$ cat config.mk
export PLATFORM = sky130hd
export DESIGN_NAME = instr_fetch_unit
export DESIGN_NICKNAME = d
export VERILOG_FILES = /design/src/rtl/instr_fetch_unit.sv
export SDC_FILE = /design/constraint.sdc
export NUM_CORES = 1
export LEC_CHECK = 0
export CORE_ASPECT_RATIO = 1.1
export CORE_MARGIN = 2
export CORE_UTILIZATION = 42
export CTS_BUF_LIST = sky130_fd_sc_hd__clkbuf_16
export CTS_CLUSTER_SIZE = 25
export DETAILED_ROUTE_END_ITERATION = 6
export HOLD_SLACK_MARGIN = 0.15
export PLACE_DENSITY = 0.79
export SYNTH_ARGS = -nofsm -noshare
export SYNTH_HDL_FRONTEND = slang
export SYNTH_SLANG_ARGS = --single-unit
$ cat constraint.sdc
create_clock -name clk -period 2 [get_ports clk]
set_input_delay 0.2 -clock clk [delete_from_list [all_inputs] [get_ports clk]]
set_output_delay 0.2 -clock clk [all_outputs]
set_load 0.03 [all_outputs]
$ cat src/rtl/instr_fetch_unit.sv
//-----------------------------------------------------------------------------
// instr_fetch_unit
//
// Upstream stage of the MBRU. Holds the program counter and reads 16-bit
// instruction words from instruction memory over a req/valid handshake. It
// presents each word on instr_word with a one-cycle fetch pulse. It advances
// only when the control unit asks for the next word (next) or redirects the
// PC (jump_en). A watchdog moves the unit to ERR when memory never answers.
//
// Ports:
//   clk         in   system clock, rising edge
//   rst_n       in   asynchronous active-low reset
//   start       in   begin/resume fetching from pc (looked at in IDLE and ERR)
//   next        in   request next instruction (looked at in HOLD)
//   jump_en     in   load jump_addr into pc and fetch from it (HOLD)
//   jump_addr   in   jump target, ADDR_W bits
//   halt        in   abandon fetching and return to IDLE (WAIT/ISSUE/HOLD)
//   imem_req    out  memory read request, level, held until imem_valid
//   imem_addr   out  memory read address (pc while imem_req=1, else 0)
//   imem_data   in   memory read data, 16 bits
//   imem_valid  in   read data valid, one-cycle pulse
//   fetch       out  one-cycle pulse: instr_word carries a new word
//   instr_word  out  registered instruction word, 16 bits
//   pc          out  current program counter
//   busy        out  high in WAIT, ISSUE, HOLD
//   err         out  high in ERR
//
// All outputs come from registers or from the state register alone, so
// there is no combinational path from any input to any output.
//-----------------------------------------------------------------------------
module instr_fetch_unit #(
    parameter int                 ADDR_W   = 8,
    parameter logic [ADDR_W-1:0]  RESET_PC = '0,
    parameter int                 TIMEOUT  = 16
) (
    input  logic              clk,
    input  logic              rst_n,
    input  logic              start,
    input  logic              next,
    input  logic              jump_en,
    input  logic [ADDR_W-1:0] jump_addr,
    input  logic              halt,
    output logic              imem_req,
    output logic [ADDR_W-1:0] imem_addr,
    input  logic [15:0]       imem_data,
    input  logic              imem_valid,
    output logic              fetch,
    output logic [15:0]       instr_word,
    output logic [ADDR_W-1:0] pc,
    output logic              busy,
    output logic              err
);

    // The timer only needs to reach TIMEOUT-1.
    localparam int               TMR_W    = (TIMEOUT > 2) ? $clog2(TIMEOUT) : 1;
    localparam logic [TMR_W-1:0] TMR_LAST = TMR_W'(TIMEOUT - 1);

    typedef enum logic [2:0] {
        S_IDLE  = 3'd0,
        S_WAIT  = 3'd1,
        S_ISSUE = 3'd2,
        S_HOLD  = 3'd3,
        S_ERR   = 3'd4
    } state_t;

    state_t            state_q, state_d;
    logic [ADDR_W-1:0] pc_q, pc_d;
    logic [15:0]       instr_q, instr_d;
    logic [TMR_W-1:0]  timer_q, timer_d;

    //-------------------------------------------------------------------------
    // State and datapath registers
    //-------------------------------------------------------------------------
    always_ff @(posedge clk or negedge rst_n) begin
        if (!rst_n) begin
            state_q <= S_IDLE;
            pc_q    <= RESET_PC;
            instr_q <= '0;
            timer_q <= '0;
        end else begin
            state_q <= state_d;
            pc_q    <= pc_d;
            instr_q <= instr_d;
            timer_q <= timer_d;
        end
    end

    //-------------------------------------------------------------------------
    // Next-state logic
    //-------------------------------------------------------------------------
    // The timer defaults to zero. It counts only while WAIT is held without
    // data, so every entry into WAIT (from IDLE, HOLD or ERR) starts a fresh
    // watchdog window.
    always_comb begin
        state_d = state_q;
        pc_d    = pc_q;
        instr_d = instr_q;
        timer_d = '0;

        case (state_q)
            S_IDLE: begin
                // A stray imem_valid here belongs to an abandoned request.
                if (start) begin
                    state_d = S_WAIT;
                end
            end

            S_WAIT: begin
                if (halt) begin
                    // Drop the outstanding request. pc is unchanged.
                    state_d = S_IDLE;
                end else if (imem_valid) begin
                    // Data beats the watchdog even on its final cycle.
                    instr_d = imem_data;
                    state_d = S_ISSUE;
                end else if (timer_q == TMR_LAST) begin
                    state_d = S_ERR;
                end else begin
                    timer_d = timer_q + 1'b1;
                end
            end

            S_ISSUE: begin
                // The increment commits even when halt arrives here.
                pc_d    = pc_q + 1'b1;
                state_d = halt ? S_IDLE : S_HOLD;
            end

            S_HOLD: begin
                if (halt) begin
                    state_d = S_IDLE;
                end else if (jump_en) begin
                    pc_d    = jump_addr;
                    state_d = S_WAIT;
                end else if (next) begin
                    state_d = S_WAIT;
                end
            end

            S_ERR: begin
                // Retry the same pc. halt cannot leave ERR.
                if (start) begin
                    state_d = S_WAIT;
                end
            end

            default: begin
                state_d = S_IDLE;
            end
        endcase
    end

    //-------------------------------------------------------------------------
    // Outputs: decoded from the state register or taken straight from
    // registers
    //-------------------------------------------------------------------------
    assign imem_req   = (state_q == S_WAIT);
    assign imem_addr  = (state_q == S_WAIT) ? pc_q : '0;
    assign fetch      = (state_q == S_ISSUE);
    assign busy       = (state_q == S_WAIT) || (state_q == S_ISSUE) ||
                        (state_q == S_HOLD);
    assign err        = (state_q == S_ERR);
    assign instr_word = instr_q;
    assign pc         = pc_q;

endmodule
==> flow_summary_export.csv, run 1 <==
group,metric,value,unit
outcome,outcome,"completed",
critical_path,cp_cell_sequence,"buf_4 > nor2_1 > nor2_1 > clkdlybuf4s50_1",
critical_path,r2r_start,"state_q[2]",
placement,numPortBuffers,66,
pwr,p_leak,1.14,nW
logic_synthesis,syn_area,1570,µm²
placement,gp_congestion,0.907,
die,fp-row-count,23,
logic_synthesis,ys_async_sr_fraction,100,%
cts,cts_buffer_depth,2,
timing,whs,0.327,ns
finish,final_nets,242,
timing,fin_skew,0.00383,ns
logic_synthesis,ys_warn_count,0,
pwr,ir_drop,0.982,mV
timing,min_period,1.87,ns
critical_path,crit_end,"busy",
cts,cts_tree,"built",
die,coreArea,3630,µm²
cts,clk_pin_slew,0.05,ns
route,wl_per_cell,14.7,µm
critical_path,crit_arrival,1.67,ns
logic_synthesis,synth_seq_cells,31,
critical_path,crit_cells,4,
logic_synthesis,synth_top_area_share,49.3,%
route,dr.first_iter.drc_count,78,
cts,cts_num_sinks,31,
critical_path,r2r_cells,6,
timing,final_max_slew_viol_count,0,
critical_path,crit_family,"buffers and inverters",
finish,drive_gt1_share,16.2,%
route,routed_via_density,5.17,
logic_synthesis,synth_enable_flop_cells,0,
logic_synthesis,synth_cells,135,
die,die_area,4250,µm²
critical_path,critPathKind,"reg2out",
route,vias,1345,
logic_synthesis,syn_area_per_cell,11.7,µm²
critical_path,path_max_fanout,7,
critical_path,crit_buf_inv,2,
timing,max_freq,534,MHz
critical_path,r2r_slack,0.20,ns
global_routing,grtUsageTotal,19.0,%
logic_synthesis,yosysTopAreaCell,"dfrtp_1",
global_routing,grt_pass1_vias,1356,
timing,slew_headroom,73.1,%
route,drc,0,
critical_path,reg2reg_to,"timer_q[3]",
route,dr.pass1.iters,4,
global_routing,grt_antenna_before_repair,0,
timing,setup_viol,0,
critical_path,worstSetupStartpoint,"state_q[1]",
critical_path,cp_slowest_stage_delay,0.59,ns
logic_synthesis,yosysMostFrequentCell,"dfrtp_1",
cts,root_buffer,"clkbuf_16",
logic_synthesis,ys_types,37,
logic_synthesis,synth.area.top_cells,"dfrtp_1 (49%), mux2_4 (9.5%), mux2_2 (4.3%)",
timing,rsz0062_at_grt,"no",
finish,stdcell_count,260,
die,die_w,62.4,µm
placement,place_inst,251,
placement,hpwl,2.83,mm
cts,ctsHoldBuffers,0,
route,final_antenna_net_count,0,
die,num_io_pins,67,
critical_path,end_kind,"output port",
die,initial_core_util,43.4,%
route,drt_wl_total,3.81,mm
finish,synthToLayoutAreaGrowth,54.3,%
timing,fin_crit_sh,93.7,%
pwr,powerDensity,1490,nW/µm²
timing,fin_setup_tns,0,ns
logic_synthesis,synth_seq_area_share,49.3,%
global_routing,grt_overflow,0,
critical_path,worstSetupStartpointType,"flop",
global_routing,grt_max_degree,32,
run,max_cap_violations,0,
logic_synthesis,synth_nets,168,
critical_path,cp.required,1.80,ns
cts,htreeDepth,2,
timing,worst_pin_slew,0.403,ns
hold_path,hold_path_class,"in2async",
critical_path,crit_slowest_cell,"clkdlybuf4s50_1",
logic_synthesis,yosys-top-cells-count,"dfrtp_1 (31), a21oi_1 (11), mux2_4 (10)",
global_routing,grt_first_pass_wirelength,6.18,mm
die,fp.dieH,68.2,µm
logic_synthesis,yosys_most_used_dff,"dfrtp_1",
timing,hold_viol,0,
finish,antennaDiodeCount,0,
pwr,power.total,3.62,mW
cts,clock_latency,0.27,ns
cts,cts_buffers,5,
critical_path,cpMostUsedCell,"nor2_1",
-- routing by layer --
layer,vias up,wire (µm),GRT usage (%)
li1,636,-,-
met1,641,1570,21.7
met2,62,1940,34.5
met3,6,263,6.41
met4,0,42,5.83
met5,-,0,0
-- logic make-up after synthesis --
group | after synthesis | synth area share, %
simple gates | 47 | 18.0
flops | 31 | 49.3
compound gates | 29 | 12.3
mux | 17 | 14.5
buf+inv | 7 | 3.26
xor+xnor | 2 | 1.11
fa+ha+maj | 2 | 1.59
-- through the flow --
step	setup WS (ns)	area [µm²]	util, %
final	0.126	2430	67.0
after global routing	0.0667	2430	67.0
after CTS	0.0182	2420	66.8
after detailed placement	0.137	2290	63.2
after global placement	0.182	2290	63.2
after floorplan	0.453	1570	-
-- where the power goes --
part	leakage (nW)	internal [mW]	switching [mW]
Clock	0.0701	0.446	0.242
Combinational	0.685	0.860	0.972
Sequential	0.388	0.881	0.218
-- worst min-delay path by stage --
stage                     startpoint       endpoint  slack [ns]  depth (start not counted)
final                          rst_n          pc[0]        0.33                          2
after global placement    timer_q[0]     timer_q[0]        0.44                          1
after global routing           rst_n          pc[0]        0.38                          2
after detailed placement  timer_q[0]     timer_q[0]        0.49                          1
after CTS                      rst_n          pc[1]        0.34                          2
after floorplan                rst_n  instr_word[0]        -0.1                          0
-- worst register-to-register path, delay by kind of cell, from the launching register on --
family	cells	cell delay, ns
flops	1	0.46
compound gates	1	0.24
simple gates	3	0.72
buf+inv	2	0.30
-- layout make-up --
class                      count  area, µm²
inverter                       2       7.51
clock inverter                 3       11.3
multi-input combinational     97        747
fill                         312       1200
tap                           50       62.6
timing repair buffer          72        699
clock buffer                   5        125
sequential                    31        776
-- flip-flops by register name (all words and copies together) (netlist names) --
| signal | cells |
|---|---|
| timer_q | 4 |
| state_q | 3 |
| pc | 8 |
| instr_word | 16 |
-- layout by cell type (no fill, tap or decap), types with 3 or more instances in the layout --
cell type	count
a2bb2oi_1	3
nor2_1	7
a21oi_1	11
dfrtp_1	31
nand3_1	6
o21ai_0	6
dlygate4sd2_1	9
and2_1	9
mux2_2	6
buf_4	6
nand2_1	9
nand2b_1	3
inv_1	3
clkbuf_16	5
clkdlybuf4s50_1	55
mux2_4	10
-- timing repair --
| action | in CTS | in global routing |
|---|---|---|
| cloned | 0 | 0 |
| resized for setup | 9 | 2 |
| buffers inserted | 1 | 0 |
| pin swaps | 1 | 0 |
| endpoints found under the setup margin | 10 | 2 |
(Power assumes the default switching activity.)
==> inputs of run 2 (changes only) <==
--- a/config.mk
+++ b/config.mk
@@ -16,3 +16,4 @@
 export SYNTH_ARGS = -nofsm -noshare
 export SYNTH_HDL_FRONTEND = slang
 export SYNTH_SLANG_ARGS = --single-unit
+export TNS_END_PERCENT = 10
==> results of run 2 <==
No change in the layout: final DEF, timing and power equal those of run 1.
==> inputs of run 3 (changes only) <==
--- a/config.mk
+++ b/config.mk
@@ -13,6 +13,7 @@
 export DETAILED_ROUTE_END_ITERATION = 6
 export HOLD_SLACK_MARGIN = 0.15
 export PLACE_DENSITY = 0.79
+export SETUP_SLACK_MARGIN = 0.3
 export SYNTH_ARGS = -nofsm -noshare
 export SYNTH_HDL_FRONTEND = slang
 export SYNTH_SLANG_ARGS = --single-unit
==> flow_summary_export.csv, run 3 (synthesis results as in run 1) <==
group,metric,value,unit
outcome,outcome,"completed",
cts,cts_num_sinks,31,
route,dr.pass1.iters,4,
die,fp-row-count,23,
critical_path,r2r_start,"state_q[2]",
timing,fin_skew,0.00380,ns
route,drc,0,
finish,layout_commonest_cell,"clkdlybuf4s50_1",
cts,htreeDepth,2,
die,num_io_pins,67,
die,fp.dieH,68.2,µm
pwr,switching_share,39.7,%
hold_path,hold_path_class,"in2async",
cts,cts_tree,"built",
critical_path,critPathKind,"reg2out",
critical_path,cp.required,1.80,ns
pwr,powerDensity,1490,nW/µm²
die,die_w,62.4,µm
critical_path,crit_arrival,1.58,ns
timing,fin_crit_sh,89.1,%
finish,drive_gt1_share,18.5,%
critical_path,r2r_cells,6,
critical_path,path_max_fanout,10,
finish,synthToLayoutAreaGrowth,54.0,%
run,max_cap_violations,0,
critical_path,worstSetupStartpointType,"flop",
pwr,switchingPower,1.43,mW
route,vias,1367,
global_routing,grt_first_pass_wirelength,6.20,mm
pwr,p_seq_share,30.4,%
route,wl_per_cell,14.6,µm
critical_path,r2r_slack,0.24,ns
timing,worst_pin_slew,0.399,ns
finish,n_fill_cell,309,
cts,clk_pin_slew,0.05,ns
finish,final_cell_mix,"clkdlybuf4s50_1 (54), dfrtp_1 (30), a21oi_1 (11)",
cts,root_buffer,"clkbuf_16",
pwr,clkPwrFrac,19.0,%
finish,antennaDiodeCount,0,
critical_path,reg2reg_to,"timer_q[3]",
die,coreArea,3630,µm²
timing,setup_viol,0,
finish,final_nets,243,
timing,slew_headroom,73.4,%
placement,numPortBuffers,66,
cts,cts_buffers,5,
global_routing,grt_pass1_vias,1356,
route,drt_wl_total,3.82,mm
pwr,combPwrFrac,50.6,%
placement,hpwl,2.83,mm
placement,gp_congestion,0.907,
finish,seq_area,777,µm²
global_routing,grt_antenna_before_repair,0,
global_routing,grt_max_degree,32,
finish,largest_register_ffs,16,
cts,cts_buffer_depth,2,
die,die_area,4250,µm²
cts,clock_latency,0.27,ns
route,dr.first_iter.drc_count,61,
timing,min_period,1.78,ns
placement,place_inst,251,
die,initial_core_util,43.4,%
cts,ctsHoldBuffers,0,
finish,multi_input_area,747,µm²
timing,final_max_slew_viol_count,0,
global_routing,grt_overflow,0,
timing,fin_setup_tns,0,ns
timing,hold_viol,0,
global_routing,grtUsageTotal,19.1,%
route,routed_via_density,5.24,
finish,stdcell_count,261,
pwr,p_int,2.18,mW
timing,rsz0062_at_grt,"yes",
route,final_antenna_net_count,0,
timing,max_freq,561,MHz
pwr,p_leak,1.11,nW
critical_path,end_kind,"output port",
pwr,ir_drop,0.975,mV
## run 3: changes by cell type in the layout (fill, tap and decap cells not counted)
cell,before,now
dlygate4sd2_1,9,7
dfrtp_1,31,30
clkbuf_2,0,1
dlymetal6s2s_1,2,0
buf_6,0,1
buf_2,0,2
clkdlybuf4s15_1,0,2
clkdlybuf4s50_1,55,54
dfrtp_2,0,1
## run 3: how the worst max path moves through the flow
stage / slack, ns / end / depth (start not counted) / from
after floorplan: 0.45 / instr_word[10] / 5 / state_q[1]
after global placement: 0.18 / imem_addr[6] / 3 / state_q[2]
after CTS: 0.19 / imem_addr[6] / 4 / state_q[2]
after global routing: 0.17 / timer_q[0] / 6 / state_q[2]
after detailed placement: 0.14 / imem_addr[6] / 3 / state_q[2]
final: 0.22 / imem_addr[0] / 4 / state_q[2]
## run 3: worst max-delay path: stages, from the launching register on
cell and delay [ns]:
dfrtp_2 0.45, nor3b_4 0.21, buf_6 0.15, and2_1 0.11, dlygate4sd2_1 0.39
## run 3: area by class of cell
cell class / instances / area share, %
repair buffers: 73 / 28.6
well taps: 50 / 2.58
flip-flops and latches: 31 / 32.1
clock buffers: 5 / 5.16
multi-input cells: 97 / 30.8
inverters: 2 / 0.310
clock inverters: 3 / 0.465
## run 3: through the flow
stage	area, µm²	worst slack [ns]	power [mW]	hold WS, ns	utilization [%]
after floorplan	1570	0.453	2.17	-0.0956	-
after global placement	2290	0.182	2.91	0.443	63.2
after detailed placement	2290	0.137	2.96	0.494	63.2
after CTS	2410	0.185	3.64	0.343	66.6
after global routing	2420	0.166	3.81	0.378	66.8
final	2420	0.218	3.61	0.329	66.8
## run 3: power by group through the flow
stage	Clock, mW	Sequential (mW)	Combinational [mW]
3_5_place_dp	0	1.10	1.87
4_1_cts	0.705	1.10	1.84
5_1_grt	0.735	1.15	1.92
3_3_place_gp	0	1.09	1.82
2_1_floorplan	0	1.55	0.619
6_report	0.686	1.10	1.83
## run 3: per-layer routing
layer | global-route usage, % | wire length (µm)
met1 | 21.8 | 1560
met2 | 34.6 | 1940
met3 | 6.41 | 278
met4 | 5.83 | 41
met5 | 0 | 0
## run 3: timing repair
item,CTS,global route
resized for setup,21,5
endpoints found under the setup margin,31,29
pin swaps,1,0
gates cloned,0,0
setup buffers,1,1
